## src/rtl/shifter_pkg.sv

```systemverilog
// rtl/shifter_pkg.sv - shared types for the sequential shift unit
package shifter_pkg;

    typedef enum logic [1:0] {
        SH_LSR = 2'b00,
        SH_ASR = 2'b01,
        SH_ROR = 2'b10,
        SH_LSL = 2'b11
    } shmode_t;

    typedef enum logic [1:0] {
        ST_IDLE   = 2'b00,
        ST_SHIFT  = 2'b01,
        ST_FINISH = 2'b10
    } shstate_t;

endpackage

```

## src/rtl/shift_step.sv

```systemverilog
// rtl/shift_step.sv - combinational one-position shifter for all four modes
module shift_step
    import shifter_pkg::*;
#(
    parameter int WIDTH = 4
) (
    input  logic [WIDTH-1:0] data_i,
    input  shmode_t          mode_i,
    output logic [WIDTH-1:0] data_o
);

    always_comb begin
        data_o = data_i;
        case (mode_i)
            SH_LSR:  data_o = {1'b0, data_i[WIDTH-1:1]};
            SH_ASR:  data_o = {data_i[WIDTH-1], data_i[WIDTH-1:1]};
            SH_ROR:  data_o = {data_i[0], data_i[WIDTH-1:1]};
            SH_LSL:  data_o = {data_i[WIDTH-2:0], 1'b0};
            default: data_o = data_i;
        endcase
    end

endmodule

```

## src/rtl/seq_rshifter4.sv

```systemverilog
// rtl/seq_rshifter4.sv - multi-cycle shifter, one bit position per clock
module seq_rshifter4
    import shifter_pkg::*;
#(
    parameter int WIDTH = 4,
    parameter int NW    = $clog2(WIDTH)
) (
    input  logic             clk,
    input  logic             rst_n,
    input  logic             start,
    input  logic [WIDTH-1:0] din,
    input  logic [NW-1:0]    amt,
    input  logic [1:0]       mode,
    output logic [WIDTH-1:0] dout,
    output logic             busy,
    output logic             done
);

    shstate_t         state_q;
    logic [WIDTH-1:0] sreg_q;
    logic [WIDTH-1:0] sreg_d;
    logic [NW-1:0]    cnt_q;
    shmode_t          mreg_q;
    logic [WIDTH-1:0] dout_q;
    logic             done_q;

    shift_step #(.WIDTH(WIDTH)) u_step (
        .data_i (sreg_q),
        .mode_i (mreg_q),
        .data_o (sreg_d)
    );

    // dout is loaded on the edge that enters FINISH so it is valid alongside done
    always_ff @(posedge clk or negedge rst_n) begin
        if (!rst_n) begin
            state_q <= ST_IDLE;
            sreg_q  <= '0;
            cnt_q   <= '0;
            mreg_q  <= SH_LSR;
            dout_q  <= '0;
            done_q  <= 1'b0;
        end else begin
            case (state_q)
                ST_IDLE: begin
                    done_q <= 1'b0;
                    if (start) begin
                        sreg_q <= din;
                        cnt_q  <= amt;
                        mreg_q <= shmode_t'(mode);
                        if (amt == '0) begin
                            state_q <= ST_FINISH;
                            dout_q  <= din;
                            done_q  <= 1'b1;
                        end else begin
                            state_q <= ST_SHIFT;
                        end
                    end
                end
                ST_SHIFT: begin
                    sreg_q <= sreg_d;
                    cnt_q  <= cnt_q - NW'(1);
                    if (cnt_q == NW'(1)) begin
                        state_q <= ST_FINISH;
                        dout_q  <= sreg_d;
                        done_q  <= 1'b1;
                    end
                end
                ST_FINISH: begin
                    done_q  <= 1'b0;
                    state_q <= ST_IDLE;
                end
                default: begin
                    done_q  <= 1'b0;
                    state_q <= ST_IDLE;
                end
            endcase
        end
    end

    assign dout = dout_q;
    assign done = done_q;
    assign busy = (state_q != ST_IDLE);

endmodule
```

## config.mk

```make
export PLATFORM = sky130hd
export DESIGN_NAME = seq_rshifter4
export DESIGN_NICKNAME = d
export VERILOG_FILES = /design/src/rtl/shifter_pkg.sv /design/src/rtl/shift_step.sv /design/src/rtl/seq_rshifter4.sv
export SDC_FILE = /design/constraint.sdc
export NUM_CORES = 1
export LEC_CHECK = 0
export CAP_MARGIN = 30
export CORE_MARGIN = 5
export CORE_UTILIZATION = 40
export CTS_CLUSTER_SIZE = 25
export DETAILED_ROUTE_END_ITERATION = 16
export GPL_ROUTABILITY_DRIVEN = 0
export PLACE_DENSITY_LB_ADDON = 0.2
export SLEW_MARGIN = 30
export SYNTH_ARGS = -nofsm -noshare
export SYNTH_HDL_FRONTEND = slang
export SYNTH_SLANG_ARGS = --single-unit
```

## constraint.sdc

```tcl
create_clock -name clk -period 3.26 [get_ports clk]
set_input_delay 0.326 -clock clk [delete_from_list [all_inputs] [get_ports clk]]
set_output_delay 0.326 -clock clk [all_outputs]
set_load 0.03 [all_outputs]
```

==> load_flow_metrics.sql <==
INSERT INTO impl_metrics (metric_group, metric, value, unit) VALUES
('die', 'fp.dieArea', '3050', 'um2'),
('worst_setup_path', 'crit_arrival', '1780', 'ps'),
('clock_tree', 'cts.root.buffer_cell', 'clkbuf_4', ''),
('die', 'core_area', '1960', 'um2'),
('pwr', 'p_per_area', '1010', 'nW/um2'),
('grt', 'grt_max_degree', '16', ''),
('placed_design', 'placedCellCount', '118', ''),
('placed_design', 'place_hpwl', '1.27', 'mm'),
('clock_tree', 'cts_tree', 'built', ''),
('pwr', 'power.static_leakage', '0.466', 'nW'),
('layout', 'nets', '108', ''),
('sta', 'post_route_minimum_period', '2110', 'ps'),
('layout', 'syn_to_final_growth', '24.2', '%'),
('die', 'design.portCount', '17', ''),
('route', 'drtPass1Iterations', '4', ''),
('worst_setup_path', 'r2r_slack', '1510', 'ps'),
('placed_design', 'io_buffer_count', '16', ''),
('synthesis', 'synth_enable_flop_cells', '0', ''),
('sta', 'rsz0062_at_grt', 'false', ''),
('synthesis', 'synth.lib_cells_used.distinct', '28', ''),
('route', 'drtIter0Drc', '17', ''),
('sta', 'final-hold-violation-count', '0', ''),
('route', 'drc_violations_left', '0', ''),
('worst_setup_path', 'r2r_start', 'state_q[0]$_DFFE_PN0P_', ''),
('route', 'final_antenna_net_count', '0', ''),
('synthesis', 'ys.flop_type', 'dfrtp_1', ''),
('sta', 'slew_headroom', '55.4', '%'),
('die', 'die_height', '55.2', 'um'),
('worst_setup_path', 'timing.reg2reg.worst_path_depth', '3', ''),
('worst_setup_path', 'req_time_crit_path', '2930', 'ps'),
('worst_setup_path', 'critPathLaunchType', 'flop', ''),
('worst_setup_path', 'path_cells', 'inv_1, nand2_1, clkdlybuf4s50_1', ''),
('synthesis', 'ys_seq_elements', '15', ''),
('worst_setup_path', 'critical_path.max_stage_delay', '660', 'ps'),
('grt', 'grt_overflow_total', '0', ''),
('worst_setup_path', 'critical_path.max_fanout', '10', ''),
('synthesis', 'synth.yosys.seq_area_share', '45.9', '%'),
('worst_setup_path', 'cp-startpoint', 'state_q[0]$_DFFE_PN0P_', ''),
('die', 'die_x', '55.2', 'um'),
('layout', 'ratio_of_cells_with_drive_above_1_in_the_final_layout', '11.6', '%'),
('route', 'detail_route.vias_per_cell', '5.16', ''),
('outcome', 'run_status', 'completed', ''),
('grt', 'grt_pass1_vias', '599', ''),
('layout', 'final_core_util', '51.7', '%'),
('clock_tree', 'cts-htree-levels', '1', ''),
('placed_design', 'dp_slack', '1110', 'ps'),
('sta', 'max_slew.worst_pin.slew', '667', 'ps'),
('worst_setup_path', 'setup.worst_path.end_class', 'primary output', ''),
('worst_setup_path', 'crit_slowest_cell', 'clkdlybuf4s50_1', ''),
('sta', 'finClkSkew', '2.90', 'ps'),
('layout', 'antenna_cells', '0', ''),
('pwr', 'peakVddDrop', '0.409', 'mV'),
('sta', 'final.setup.tns', '0', 'ps'),
('layout', 'final_cells', '122', ''),
('grt', 'global_route.usage.total', '12.5', '%'),
('clock_tree', 'tritoncts_num_sinks', '15', ''),
('sta', 'drv_slew', '0', ''),
('clock_tree', 'post_cts.resized_instances', '0', ''),
('grt', 'antenna_found_initial', '0', ''),
('clock_tree', 'clkLatencyLatePin', '280', 'ps'),
('synthesis', 'syn_inst', '79', ''),
('die', 'start_util', '41.6', '%'),
('synthesis', 'asyncSetResetFlopFracSynth', '100', '%'),
('clock_tree', 'tritoncts.num_buffers', '3', ''),
('die', 'row_count', '16', ''),
('synthesis', 'synth_warnings', '0', ''),
('sta', 'final.period_utilization', '64.7', '%'),
('synthesis', 'synth.avg_cell_area', '10.3', 'um2'),
('clock_tree', 'cts.clk_slew.worst_paths', '90', 'ps'),
('worst_setup_path', 'worstSetupEndpoint', 'busy', ''),
('sta', 'achievable-frequency', '474', 'MHz');
[power by group]
part / switching (mW) / leakage, nW / internal (mW)
logic: 0.267 / 0.272 / 0.268
registers: 0.103 / 0.177 / 0.281
clock network: 0.0605 / 0.0177 / 0.0455
total: 0.430 / 0.466 / 0.594
[worst min-delay path by stage]
| stage | cells past startpoint | endpoint |
|---|---|---|
| 3_3_place_gp | 2 | sreg_q[0]$_DFFE_PN0P_ |
| 4_1_cts | 1 | cnt_q[0]$_DFFE_PN0P_ |
| 5_1_grt | 1 | cnt_q[0]$_DFFE_PN0P_ |
| 6_report | 1 | cnt_q[0]$_DFFE_PN0P_ |
| 2_1_floorplan | 0 | cnt_q[0]$_DFFE_PN0P_ |
| 3_5_place_dp | 2 | sreg_q[0]$_DFFE_PN0P_ |
[cell usage after synthesis (2+ instances only)]
| library cell | instances | share of area (%) |
|---|---|---|
| mux2i_1 | 3 | 3.7 |
| nand2b_1 | 3 | 2.3 |
| clkbuf_1 | 2 | 0.92 |
| a221oi_1 | 3 | 3.2 |
| nor2_1 | 2 | 0.92 |
| and3_1 | 2 | 1.5 |
| mux2_4 | 2 | 3.7 |
| o21ai_0 | 5 | 3.1 |
| a21boi_0 | 3 | 2.8 |
| mux2_2 | 3 | 4.1 |
| o32a_1 | 2 | 2.5 |
| nand2_1 | 3 | 1.4 |
| o22ai_1 | 4 | 3.1 |
| inv_1 | 10 | 4.6 |
| dfrtp_1 | 15 | 46 |
| nor3_1 | 3 | 1.8 |
| a21oi_1 | 3 | 1.8 |
[final cells by class]
class                   instances  area (um2)  area share (%)
multi-input cells              50         380            37.5
inverters                      10        37.5            3.70
clock inverters                 1        5.00           0.493
well taps                      27        33.8            3.33
repair buffers                 16         160            15.8
clock buffers                   3        22.5            2.22
flip-flops and latches         15         375            37.0
[sequential cells by signal, summed over array words and instances (netlist names)]
| register | count |
|---|---|
| done | 1 |
| sreg_q | 4 |
| cnt_q | 2 |
| mreg_q | 2 |
| dout | 4 |
| state_q | 2 |
[per-layer routing]
metal / global-route usage [%] / vias to the layer above / wire [um]
li1: - / 315 / -
met1: 15.9 / 300 / 804
met2: 20.1 / 13 / 802
met3: 5.09 / 2 / 83
met4: 2.43 / 0 / 13
met5: 0 / - / 0
[stage by stage]
step / hold slack [ps] / instance area [um2] / total power [mW]
floorplan: 30.4 / 817 / 0.773
global placement: 499 / 987 / 0.921
detailed placement: 491 / 987 / 0.923
CTS: 466 / 1010 / 1.04
global route: 488 / 1010 / 1.11
finish: 442 / 1010 / 1.02
[critical path: cells and delay by family, from the launching register on]
| family | cells | cell delay [ps] |
|---|---|---|
| flops | 1 | 540 |
| buf+inv | 2 | 860 |
| simple gates | 1 | 90 |
[kinds of logic after synthesis]
family                   after synthesis  share of synthesized area, %
multiplexers                           8                          11.5
adder cells (fa/ha/maj)                1                          1.53
AND/OR/NAND/NOR                       15                          10.4
flip-flops                            15                          45.9
buffers and inverters                 14                          7.50
AO/OA/AOI/OAI                         26                          23.1
[cells in the final DEF (no fill, tap or decap), drive strengths merged]
| master | synthesis | layout |
|---|---|---|
| mux2 | 5 | 5 |
| or4b | 1 | 1 |
| nor3 | 3 | 3 |
| o21bai | 1 | 1 |
| dfrtp | 15 | 15 |
| nand2b | 3 | 3 |
| nand2 | 3 | 3 |
| clkinv | 0 | 1 |
| clkbuf | 2 | 3 |
| a21oi | 3 | 3 |
| a211o | 1 | 1 |
| clkdlybuf4s50 | 0 | 16 |
| and3 | 2 | 2 |
| a221oi | 3 | 3 |
| o32a | 2 | 2 |
| nor2b | 1 | 1 |
| o21ai | 5 | 5 |
| a21boi | 3 | 3 |
| o22ai | 4 | 4 |
| nor2 | 2 | 2 |
| ha | 1 | 1 |
| a22oi | 1 | 1 |
| a32oi | 1 | 1 |
| a21o | 2 | 2 |
| mux2i | 3 | 3 |
| inv | 10 | 10 |
(Power assumes the default switching activity.)
